[src/rtl/spi_slave_tx_mlane_pkg.sv]
// ----------------------------------------------------------------------------
// spi_slave_pkg : shared types and helpers for the multi-lane SPI slave TX engine
// Rev 1.0
// ----------------------------------------------------------------------------
`default_nettype none

package spi_slave_pkg;

  typedef enum logic [1:0] {
    SPI_MODE_SINGLE = 2'd0,
    SPI_MODE_DUAL   = 2'd1,
    SPI_MODE_QUAD   = 2'd2
  } spi_lane_mode_e;

  typedef enum logic {
    TX_IDLE  = 1'b0,
    TX_SHIFT = 1'b1
  } tx_state_e;

  localparam int SPI_DEFAULT_CNT_TRGT = 7;

  // The reserved encoding 2'b11 falls back to single-lane operation.
  function automatic spi_lane_mode_e decode_mode(input logic [1:0] m);
    case (m)
      2'b01:   return SPI_MODE_DUAL;
      2'b10:   return SPI_MODE_QUAD;
      default: return SPI_MODE_SINGLE;
    endcase
  endfunction

  function automatic int unsigned lane_count(input spi_lane_mode_e m);
    case (m)
      SPI_MODE_DUAL: return 2;
      SPI_MODE_QUAD: return 4;
      default:       return 1;
    endcase
  endfunction

  function automatic logic [3:0] lane_mask(input spi_lane_mode_e m);
    case (m)
      SPI_MODE_DUAL: return 4'b0011;
      SPI_MODE_QUAD: return 4'b1111;
      default:       return 4'b0001;
    endcase
  endfunction

endpackage

`default_nettype wire

[src/rtl/spi_slave_tx_mlane_if.sv]
// ----------------------------------------------------------------------------
// spi_slave_tx_mlane_if : pad, control and push-side signals of the SPI TX engine
// Rev 1.0
// ----------------------------------------------------------------------------
`default_nettype none

interface spi_slave_tx_mlane_if #(
  parameter int DATA_WIDTH = 32,
  parameter int CNT_WIDTH  = 8
);
  logic                  spi_sclk_i;
  logic                  spi_cs_i;
  logic [1:0]            mode_i;
  logic [CNT_WIDTH-1:0]  cnt_i;
  logic                  cnt_upd_i;
  logic [DATA_WIDTH-1:0] data_i;
  logic                  data_valid_i;
  logic                  data_ready_o;
  logic [3:0]            spi_sdo_o;
  logic [3:0]            spi_oe_o;
  logic                  done_o;
  logic                  underrun_o;

  modport slave (
    input  spi_sclk_i, spi_cs_i, mode_i, cnt_i, cnt_upd_i, data_i, data_valid_i,
    output data_ready_o, spi_sdo_o, spi_oe_o, done_o, underrun_o
  );

  modport master (
    output spi_sclk_i, spi_cs_i, mode_i, cnt_i, cnt_upd_i, data_i, data_valid_i,
    input  data_ready_o, spi_sdo_o, spi_oe_o, done_o, underrun_o
  );
endinterface

`default_nettype wire

[src/rtl/spi_slave_tx_mlane_fifo.sv]
// ----------------------------------------------------------------------------
// spi_slave_tx_fifo : TX word FIFO, valid/ready push, pop strobe, no bypass
// Rev 1.0
// ----------------------------------------------------------------------------
`default_nettype none

module spi_slave_tx_fifo
  import spi_slave_pkg::*;
#(
  parameter int DATA_WIDTH = 32,
  parameter int FIFO_DEPTH = 4
) (
  input  logic                  clk_i,
  input  logic                  rst_ni,
  input  logic                  push_valid_i,
  input  logic [DATA_WIDTH-1:0] push_data_i,
  output logic                  push_ready_o,
  input  logic                  pop_i,
  output logic [DATA_WIDTH-1:0] pop_data_o,
  output logic                  empty_o,
  output logic                  full_o
);
  localparam int PTR_W = $clog2(FIFO_DEPTH);
  localparam int CNT_W = PTR_W + 1;

  logic [DATA_WIDTH-1:0] mem_q [FIFO_DEPTH];
  logic [DATA_WIDTH-1:0] mem_d [FIFO_DEPTH];
  logic [PTR_W-1:0]      wr_ptr_q, wr_ptr_d, rd_ptr_q, rd_ptr_d;
  logic [CNT_W-1:0]      count_q, count_d;
  logic                  push, pop;

  assign full_o       = (count_q == CNT_W'(FIFO_DEPTH));
  assign empty_o      = (count_q == '0);
  assign push_ready_o = ~full_o;
  assign push         = push_valid_i & ~full_o;
  assign pop          = pop_i & ~empty_o;
  assign pop_data_o   = mem_q[rd_ptr_q];

  // Pointers wrap naturally because the depth is a power of two.
  always_comb begin
    mem_d = mem_q;
    if (push) mem_d[wr_ptr_q] = push_data_i;
    wr_ptr_d = wr_ptr_q + PTR_W'(push);
    rd_ptr_d = rd_ptr_q + PTR_W'(pop);
    count_d  = count_q + CNT_W'(push) - CNT_W'(pop);
  end

  always_ff @(posedge clk_i) begin
    if (!rst_ni) begin
      for (int i = 0; i < FIFO_DEPTH; i++) mem_q[i] <= '0;
      wr_ptr_q <= '0;
      rd_ptr_q <= '0;
      count_q  <= '0;
    end else begin
      mem_q    <= mem_d;
      wr_ptr_q <= wr_ptr_d;
      rd_ptr_q <= rd_ptr_d;
      count_q  <= count_d;
    end
  end

endmodule

`default_nettype wire

[src/rtl/spi_slave_tx_mlane.sv]
// ----------------------------------------------------------------------------
// spi_slave_tx_mlane : 1/2/4-lane SPI slave TX engine (CPOL0/CPHA0), system-clock based
// Rev 1.0
// ----------------------------------------------------------------------------
`default_nettype none

module spi_slave_tx_mlane
  import spi_slave_pkg::*;
#(
  parameter int DATA_WIDTH  = 32,
  parameter int FIFO_DEPTH  = 4,
  parameter int CNT_WIDTH   = 8,
  parameter int SYNC_STAGES = 2
) (
  input logic                 clk_i,
  input logic                 rst_ni,
  spi_slave_tx_mlane_if.slave bus
);
  localparam int WCNT_W = $clog2(DATA_WIDTH);

  logic [SYNC_STAGES-1:0] sclk_sync_q, sclk_sync_d, cs_sync_q, cs_sync_d;
  logic                   sclk_prev_q, sclk_prev_d, cs_prev_q, cs_prev_d;
  logic                   sclk_sync, cs_sync, fe, cs_rise;
  tx_state_e              state_q, state_d;
  spi_lane_mode_e         mode_q, mode_d;
  logic [CNT_WIDTH-1:0]   cnt_q, cnt_d, target_q, target_d;
  logic [WCNT_W-1:0]      wcnt_q, wcnt_d, wcnt_last;
  logic [DATA_WIDTH-1:0]  sr_q, sr_d;
  logic                   done_q, done_d, underrun_q, underrun_d;
  logic                   load_word, fifo_empty, fifo_full;
  logic [DATA_WIDTH-1:0]  fifo_rdata;
  logic [3:0]             sdo;

  spi_slave_tx_fifo #(
    .DATA_WIDTH (DATA_WIDTH),
    .FIFO_DEPTH (FIFO_DEPTH)
  ) u_fifo (
    .clk_i        (clk_i),
    .rst_ni       (rst_ni),
    .push_valid_i (bus.data_valid_i),
    .push_data_i  (bus.data_i),
    .push_ready_o (bus.data_ready_o),
    .pop_i        (load_word),
    .pop_data_o   (fifo_rdata),
    .empty_o      (fifo_empty),
    .full_o       (fifo_full)
  );

  assign sclk_sync_d = {sclk_sync_q[SYNC_STAGES-2:0], bus.spi_sclk_i};
  assign cs_sync_d   = {cs_sync_q[SYNC_STAGES-2:0], bus.spi_cs_i};
  assign sclk_sync   = sclk_sync_q[SYNC_STAGES-1];
  assign cs_sync     = cs_sync_q[SYNC_STAGES-1];
  assign sclk_prev_d = sclk_sync;
  assign cs_prev_d   = cs_sync;
  assign fe          = sclk_prev_q & ~sclk_sync;
  assign cs_rise     = cs_sync & ~cs_prev_q;
  assign wcnt_last   = WCNT_W'(DATA_WIDTH / lane_count(mode_q) - 1);

  always_comb begin
    state_d    = state_q;
    mode_d     = mode_q;
    cnt_d      = cnt_q;
    target_d   = target_q;
    wcnt_d     = wcnt_q;
    sr_d       = sr_q;
    done_d     = 1'b0;
    underrun_d = 1'b0;
    load_word  = 1'b0;
    // A start strobe outranks deselect and any edge detected in the same cycle.
    if (bus.cnt_upd_i) begin
      target_d  = bus.cnt_i;
      mode_d    = decode_mode(bus.mode_i);
      cnt_d     = '0;
      wcnt_d    = '0;
      state_d   = TX_SHIFT;
      load_word = 1'b1;
    end else if (cs_rise || (state_q == TX_SHIFT && cs_sync)) begin
      state_d  = TX_IDLE;
      cnt_d    = '0;
      target_d = CNT_WIDTH'(SPI_DEFAULT_CNT_TRGT);
      wcnt_d   = '0;
      sr_d     = '0;
    end else if (state_q == TX_SHIFT && fe) begin
      if (cnt_q == target_q) begin
        done_d  = 1'b1;
        cnt_d   = '0;
        state_d = TX_IDLE;
      end else begin
        cnt_d = cnt_q + CNT_WIDTH'(1);
        if (wcnt_q == wcnt_last) begin
          wcnt_d    = '0;
          load_word = 1'b1;
        end else begin
          sr_d   = sr_q << lane_count(mode_q);
          wcnt_d = wcnt_q + WCNT_W'(1);
        end
      end
    end
    if (load_word) begin
      if (fifo_empty) begin
        sr_d       = '0;
        underrun_d = 1'b1;
      end else begin
        sr_d = fifo_rdata;
      end
    end
  end

  always_ff @(posedge clk_i) begin
    if (!rst_ni) begin
      sclk_sync_q <= '0;
      cs_sync_q   <= '1;
      sclk_prev_q <= 1'b0;
      cs_prev_q   <= 1'b1;
      state_q     <= TX_IDLE;
      mode_q      <= SPI_MODE_SINGLE;
      cnt_q       <= '0;
      target_q    <= CNT_WIDTH'(SPI_DEFAULT_CNT_TRGT);
      wcnt_q      <= '0;
      sr_q        <= '0;
      done_q      <= 1'b0;
      underrun_q  <= 1'b0;
    end else begin
      sclk_sync_q <= sclk_sync_d;
      cs_sync_q   <= cs_sync_d;
      sclk_prev_q <= sclk_prev_d;
      cs_prev_q   <= cs_prev_d;
      state_q     <= state_d;
      mode_q      <= mode_d;
      cnt_q       <= cnt_d;
      target_q    <= target_d;
      wcnt_q      <= wcnt_d;
      sr_q        <= sr_d;
      done_q      <= done_d;
      underrun_q  <= underrun_d;
    end
  end

  always_comb begin
    sdo = '0;
    case (mode_q)
      SPI_MODE_DUAL: sdo[1:0] = sr_q[DATA_WIDTH-1 -: 2];
      SPI_MODE_QUAD: sdo      = sr_q[DATA_WIDTH-1 -: 4];
      default:       sdo[0]   = sr_q[DATA_WIDTH-1];
    endcase
  end

  assign bus.spi_sdo_o  = sdo;
  assign bus.spi_oe_o   = (state_q == TX_SHIFT && !cs_sync) ? lane_mask(mode_q) : 4'b0000;
  assign bus.done_o     = done_q;
  assign bus.underrun_o = underrun_q;

endmodule

`default_nettype wire

[src/flat_wrapper.sv]
// flat-port wrapper written by rule: the top's interface ports become plain ports
module spi_slave_tx_mlane_flat import spi_slave_pkg::*;
#(
  parameter int DATA_WIDTH  = 32,
  parameter int FIFO_DEPTH  = 4,
  parameter int CNT_WIDTH   = 8,
  parameter int SYNC_STAGES = 2
)
  (clk_i, rst_ni, bus_spi_sclk_i, bus_spi_cs_i, bus_mode_i, bus_cnt_i, bus_cnt_upd_i, bus_data_i, bus_data_valid_i, bus_data_ready_o, bus_spi_sdo_o, bus_spi_oe_o, bus_done_o, bus_underrun_o);
  spi_slave_tx_mlane_if #(.DATA_WIDTH(DATA_WIDTH), .CNT_WIDTH(CNT_WIDTH)) bus_i ();
  input logic clk_i;
  input logic rst_ni;
  input wire logic [$bits(bus_i.spi_sclk_i)-1:0] bus_spi_sclk_i;
  input wire logic [$bits(bus_i.spi_cs_i)-1:0] bus_spi_cs_i;
  input wire logic [$bits(bus_i.mode_i)-1:0] bus_mode_i;
  input wire logic [$bits(bus_i.cnt_i)-1:0] bus_cnt_i;
  input wire logic [$bits(bus_i.cnt_upd_i)-1:0] bus_cnt_upd_i;
  input wire logic [$bits(bus_i.data_i)-1:0] bus_data_i;
  input wire logic [$bits(bus_i.data_valid_i)-1:0] bus_data_valid_i;
  output wire logic [$bits(bus_i.data_ready_o)-1:0] bus_data_ready_o;
  output wire logic [$bits(bus_i.spi_sdo_o)-1:0] bus_spi_sdo_o;
  output wire logic [$bits(bus_i.spi_oe_o)-1:0] bus_spi_oe_o;
  output wire logic [$bits(bus_i.done_o)-1:0] bus_done_o;
  output wire logic [$bits(bus_i.underrun_o)-1:0] bus_underrun_o;
  assign bus_i.spi_sclk_i = bus_spi_sclk_i;
  assign bus_i.spi_cs_i = bus_spi_cs_i;
  assign bus_i.mode_i = bus_mode_i;
  assign bus_i.cnt_i = bus_cnt_i;
  assign bus_i.cnt_upd_i = bus_cnt_upd_i;
  assign bus_i.data_i = bus_data_i;
  assign bus_i.data_valid_i = bus_data_valid_i;
  assign bus_data_ready_o = bus_i.data_ready_o;
  assign bus_spi_sdo_o = bus_i.spi_sdo_o;
  assign bus_spi_oe_o = bus_i.spi_oe_o;
  assign bus_done_o = bus_i.done_o;
  assign bus_underrun_o = bus_i.underrun_o;
  spi_slave_tx_mlane #(.DATA_WIDTH(DATA_WIDTH), .FIFO_DEPTH(FIFO_DEPTH), .CNT_WIDTH(CNT_WIDTH), .SYNC_STAGES(SYNC_STAGES)) u_core (.clk_i(clk_i), .rst_ni(rst_ni), .bus(bus_i));
endmodule
[config.mk]
export PLATFORM = sky130hd
export DESIGN_NAME = spi_slave_tx_mlane_flat
export DESIGN_NICKNAME = d
export VERILOG_FILES = /design/src/rtl/spi_slave_tx_mlane_pkg.sv /design/src/rtl/spi_slave_tx_mlane_if.sv /design/src/rtl/spi_slave_tx_mlane_fifo.sv /design/src/rtl/spi_slave_tx_mlane.sv /design/src/flat_wrapper.sv
export SDC_FILE = /design/constraint.sdc
export NUM_CORES = 1
export LEC_CHECK = 0
export BUFFER_PORTS_ARGS = -buffer_cell sky130_fd_sc_hd__buf_4
export CAP_MARGIN = 20
export CORE_ASPECT_RATIO = 0.9
export CORE_MARGIN = 3
export CORE_UTILIZATION = 50
export CTS_CLUSTER_SIZE = 16
export DETAILED_ROUTE_END_ITERATION = 7
export GPL_TIMING_DRIVEN = 1
export HOLD_SLACK_MARGIN = 0.03
export PLACE_DENSITY_LB_ADDON = 0.1
export SYNTH_ARGS = -nofsm -noshare
export SYNTH_HDL_FRONTEND = slang
export SYNTH_SLANG_ARGS = --single-unit
[constraint.sdc]
create_clock -name clk_i -period 3.7 [get_ports clk_i]
set_clock_uncertainty 0.15 [all_clocks]
set_input_delay 0.555 -clock clk_i [delete_from_list [all_inputs] [get_ports clk_i]]
set_output_delay 0.555 -clock clk_i [all_outputs]
set_load 0.02 [all_outputs]
---- Word level (Yosys, flattened, before mapping) ----
Cells that the tools add are included.
storage, ports and cells
  register bits ........................... 199
  input port bits ......................... 48
  output and inout port bits .............. 11
  logic and storage cells ................. 111
cells by class
  add/subtract/negate cells ............... 7
  divide/modulo/power cells ............... 1
  $lt $le $gt $ge ......................... 3
  equal/unequal tests ..................... 10
  shift operators ......................... 1
  muxes and demuxes ....................... 40
  bitwise logic cells ..................... 13
  reductions and logical operators ........ 17
operators by type and width
  operator                                          number
  two-way mux 32 bit                                15
  bitwise mux 128 bit                               1
  binary-select mux 32 bit (select 2 bit)           1
  demux 32 bit (select 2 bit)                       1
  divider 6 x 32 -> 32 bit, first input constant    1
  left shift 32 x 32 -> 32 bit                      1
  two-way mux 8 bit                                 3
  two-way mux 1 bit                                 11
  nonzero test 3 bit                                3
  adder 8 x 1 -> 8 bit, second input constant       1
  == test 8 bit                                     1
  one-hot mux 4 bit (2 select lines)                1
  NOT 1 bit                                         7
  >= comparator 3 bit, second input constant        2
  != test 3 x 2 -> 1 bit, second input constant     2
  NOT 2 -> 3 bit                                    2
  one-hot mux 3 bit (2 select lines)                1
  AND reduction 2 bit                               3
  adder 5 x 1 -> 5 bit, second input constant       1
  == test 5 bit                                     1
  two-way mux 5 bit                                 1
  subtractor 5 x 1 -> 5 bit, second input constant  1
  adder 2 x 1 -> 2 bit                              2
  bitwise AND 1 bit                                 4
  other kinds (19)                                  25

---- Logic depth before layout (Yosys ltp) ----
  depth after elaboration ................. 17
  mapped depth ............................ 15
  gate-level depth less buffers ........... 13

---- Modules after synthesis ----
A second synthesis with hierarchy kept.
unflattened totals
  cells, all modules ...................... 1007
  area total of the unflattened synthesis .. 10029.6 um^2
by module, submodules not included
  module              times used  cells an instance  area each (um^2)  seq. area each (um^2)
  spi_slave_tx_fifo   1           528                5826.8            2702.6
  spi_slave_tx_mlane  1           479                4202.8            1281.2

---- Worst setup path after synthesis ----
Ideal clock, no wire load.
  kind .................................... reg-to-reg
  start point ............................. reg u_core.mode_q[0]
  end point ............................... reg u_core.u_fifo.count_q[2]
  library setup time ...................... 0.128 ns
  arrival ................................. 2.740 ns
  slack ................................... 0.682 ns
  stages on the path, launching flop included .. 15
  path buffers ............................ 1
  cell sequence ........................... dfxtp_1 -> inv_1 -> ha_1 -> buf_4 -> xnor2_1 -> o2111ai_1 -> a211o_2 -> a21oi_1 -> nand2b_1 -> ha_1 -> inv_1 -> fa_1 -> xor2_1 -> xnor2_1 -> nor2_1
between the ends
  longest elaborated chain between the ends .. 12
ends and longest elaborated chain
  element                                                  line                           text
  start, declared                                          spi_slave_tx_mlane.sv:25       spi_lane_mode_e mode_q, mode_d;
  start signal, assigned                                   spi_slave_tx_mlane.sv:129      mode_q <= mode_d;
  == test 2 bit or == test 2 x 1 -> 1 bit (tied branches)  spi_slave_tx_mlane_pkg.sv:32   case (m)
  one-hot mux 3 bit (2 select lines) (*)                   spi_slave_tx_mlane_pkg.sv:32
  divider 6 x 32 -> 32 bit (*)                             spi_slave_tx_mlane.sv:57       assign wcnt_last = WCNT_W'(DATA_WIDTH / lane_count(mode_q) - 1);
  subtractor 5 x 1 -> 5 bit (*)                            spi_slave_tx_mlane.sv:57
  == test 5 bit (*)                                        spi_slave_tx_mlane.sv:90       if (wcnt_q == wcnt_last) begin
  two-way mux 1 bit (*)                                    spi_slave_tx_mlane.sv:90
  two-way mux 1 bit (*)                                    spi_slave_tx_mlane.sv:84       if (cnt_q == target_q) begin
  two-way mux 1 bit (*)                                    spi_slave_tx_mlane.sv:83       end else if (state_q == TX_SHIFT && fe) begin
  two-way mux 1 bit (*)                                    spi_slave_tx_mlane.sv:77       end else if (cs_rise || (state_q == TX_SHIFT && cs_sync)) begin
  two-way mux 1 bit (*)                                    spi_slave_tx_mlane.sv:70       if (bus.cnt_upd_i) begin
  bitwise AND 1 bit (*)                                    spi_slave_tx_mlane_fifo.sv:36  assign pop = pop_i & ~empty_o;
  subtractor 3 x 1 -> 3 bit (*)                            spi_slave_tx_mlane_fifo.sv:45  count_d = count_q + CNT_W'(push) - CNT_W'(pop);
  end signal, assigned                                     spi_slave_tx_mlane_fifo.sv:58  count_q <= count_d;
  end, declared                                            spi_slave_tx_mlane_fifo.sv:29  logic [CNT_W-1:0] count_q, count_d;
Every way passes the cells marked *; elsewhere a longest branch is shown, timed or not.
A chain may end at the register's enable or synchronous reset.

---- Worst setup path after layout ----
Ends and elaborated chain as after synthesis.

==> key figures <==
Synthesis
  • Simple-gate share of the synthesized area: 0.1644
  • Mapped cell area: 9597 um2
  • Post-synthesis net count: 1131
  • #FFs+latches synth: 199
  • Synth Area in Compound Gates: 0.1945
  • Cell with the most instances after synthesis: nand2_1
  • Yosys Warn Count: 0
  • Async S/R FF share, synth: 0
  • Sequential fraction of the synthesis area: 0.4151
  • Most frequent cells after synthesis: 212 x nand2_1, 199 x dfxtp_1, 140 x a21oi_1, 62 x clkbuf_1, 56 x nor2_1
  • Largest cells by area after synthesis: dfxtp_1 42%, nand2_1 8.3%, mux4_2 7.7%
  • Cell count after synthesis: 1073
  • Syn avg cell area: 8.944 um2
  • Post-synth EDFFs: 0
  • Area share of xor/xnor cells in the synthesized design: 0.01917
  • Mux contribution to synthesized area: 0.1476
  • Post-synthesis adder-cell area fraction: 0.01382
  • Yosys cell types: 56
  • Top FF cell, synth: dfxtp_1
  • Share of the synthesized area in the top cell type: 0.4151
  • Leading area contributor after synthesis: dfxtp_1
  • Largest family of logic cells by synthesized area: compound AO/OA/AOI/OAI gates

Clock tree
  • Post-CTS Hold Fix Bufs: 0
  • Clk_lat worst skew: 0.45 ns
  • CTS buffer count: 17
  • Post-CTS Repair Setup Buffers: 0
  • Root Driver: clkbuf_16
  • TritonCTS clock tree: built
  • Max clock buf depth: 2
  • Clock sink count: 199
  • Cells resized by post-CTS repair: 0
  • Clk pin slew, worst setup/hold paths: 0.08 ns
  • H-tree levels: 4

STA
  • Slew Viols, Final: 0
  • Peak Freq: 0.3209 GHz
  • Tcrit/Tclk final: 0.8423
  • Unrepaired setup endpoints after global routing: no
  • # setup viols final: 0
  • Hold Fails Final Rpt: 0
  • Worst hold margin: 0.1468 ns
  • Slew HR: 0.3911
  • Tmin final: 3.117 ns
  • TNS Setup: 0 ns
  • Slew @ Worst Pin: 0.9134 ns

Global route
  • Total global-route track usage: 0.2296
  • Initial antenna violation count: 0
  • Largest net degree at the start of global routing: 138
  • Global-route wire length before repair: 38.87 mm
  • Vias in the first global route: 7210
  • Congestion Overflow GR: 0

Placement
  • I/O Buffers: 58
  • Placed Area: 10200 um2
  • GP Congestion: 0.8166
  • Dpl hpwl: 15.23 mm

Setup path
  • R2r setup slk: 0.58 ns
  • Worst setup path startpoint: u_core.mode_q[0]
  • Worst Path Required: 3.86 ns
  • Crit path arrival time: 3.28 ns
  • Worst R2R End: u_core.u_fifo.count_q[2]
  • Max FO, Critical Path: 4
  • Reg2Reg Depth: 13
  • Kind of critical path: reg -> reg
  • Startpoint Class: flop
  • Worst flop-to-flop path startpoint: u_core.mode_q[0]
  • Crit path capture type: flop

Floorplan
  • Number of I/O pins: 59
  • Core area: 18580 um2
  • Die width: 152.0 um
  • Cell row count: 47
  • Initial Util: 0.5164
  • Die area: 20890 um2
  • Die Span Y: 137.4 um

Detailed routing
  • Total number of vias: 7807
  • Vias per cell: 5.835
  • # DRC: 0
  • First drt pass iteration count: 5
  • Average wire per standard cell: 18.19 um
  • Detailed-route wire length: 24.34 mm
  • Post-DRT Antenna Nets: 0
  • Drt initial violations: 681

Flow run
  • MaxCap Viol Count: 0

Pwr
  • Leak: 0.004145 uW
  • VDD IR max: 325.3 uV
  • Pwr/cell area: 521.2 nW/um2

Finish
  • Final nets: 1138
  • Fin util: 0.5841
  • Area Overhead vs Synth: 13.10%
  • Design area: 10850 um2
  • Antenna cells: 0
  • Share of cells above drive strength 1: 0.1629
  • Register area: 3985 um2
  • Multi-input gate area: 5196 um2
  • Fillers: 1747

Min path
  • Cells on Worst Hold Path: 2
  • HP Class: in -> reg
  • Hold Crit Endpoint: u_core.cs_sync_q[0]
  • Hold wc startpoint: bus_spi_cs_i

Status
  • Outcome: finished clean
-- worst max-delay path by stage --
stage / end / slack [ns]
2_1_floorplan: u_core.u_fifo.count_q[2] / 0.68
3_3_place_gp: u_core.u_fifo.count_q[2] / 0.71
3_5_place_dp: u_core.u_fifo.count_q[2] / 0.66
4_1_cts: u_core.u_fifo.count_q[2] / 0.58
5_1_grt: u_core.u_fifo.count_q[2] / 0.25
6_report: u_core.u_fifo.count_q[2] / 0.58
-- layout make-up --
| type | instances | share of cell area |
|---|---|---|
| Multi-Input combinational cell | 770 | 0.4787 |
| Sequential cell | 199 | 0.3671 |
| Inverter | 14 | 0.005072 |
| Clock inverter | 15 | 0.02075 |
| Timing Repair Buffer | 78 | 0.06086 |
| Clock buffer | 17 | 0.03919 |
| Tap cell | 245 | 0.02824 |
-- registers in the layout, indices dropped and copies added, names as in the netlist, 3 cells and up --
signal / count
u_core.u_fifo.count_q: 3
u_core.u_fifo.mem_q: 128
u_core.target_q: 8
u_core.sr_q: 32
u_core.cnt_q: 8
u_core.wcnt_q: 5
-- layout by cell type, fill, tap and decap left out, types with 3 or more instances in the layout --
master,instances
nand2_1,212
dfxtp_1,198
a21oi_1,140
buf_4,72
nor2_1,56
o22ai_1,49
mux2i_1,38
mux4_2,33
o221a_1,30
or3_1,25
a21boi_0,25
mux2_2,20
clkbuf_16,17
xor2_1,14
nand3_1,13
inv_1,11
and2_1,10
ha_1,9
nand2b_1,8
xnor2_1,7
a22oi_1,7
nand3b_1,6
o21ai_0,6
mux2_1,6
a21boi_1,6
buf_12,6
clkinv_8,5
nor2b_1,4
nand4_1,4
a211oi_1,3
a31oi_1,3
inv_8,3
inv_6,3
-- kinds of logic after synthesis --
family / count (synthesis)
compound gates: 288
xor+xnor: 21
fa+ha+maj: 10
buf+inv: 104
flops: 199
mux: 97
simple gates: 354
-- stage by stage --
| stage | power, uW | instances | setup WS [ns] |
|---|---|---|---|
| detailed placement | 3694 | 1306 | 0.6596 |
| global placement | 3681 | 1306 | 0.7141 |
| CTS | 5693 | 1338 | 0.5786 |
| floorplan | 3324 | 1073 | 0.6822 |
| global route | 5914 | 1338 | 0.2549 |
| finish | 5657 | 1338 | 0.5835 |
-- routing by layer --
| layer | global-route usage | share of wire |
|---|---|---|
| met2 | 0.3566 | 0.45 |
| met3 | 0.03989 | 0.053 |
| met4 | 0.04993 | 0.0078 |
| met1 | 0.3378 | 0.49 |
| met5 | 0 | 0 |
-- worst max-delay path, stage by stage (launching register included) --
cell       delay (ns)
dfxtp_1          0.39
inv_1            0.08
ha_1             0.33
xnor2_1          0.27
o2111ai_1        0.20
a211o_2          0.31
a21oi_1          0.20
nand2b_1         0.14
ha_1             0.13
inv_1            0.04
fa_1             0.37
xor2_1           0.17
xnor2_1          0.13
nor2_1           0.05
-- power breakdown --
group	leakage (uW)	internal, uW	switching (uW)	total (uW)
clock network	0.000311	1050	953	2010
logic	0.00221	514	664	1180
registers	0.00162	2310	157	2470
(Power assumes the default switching activity.)
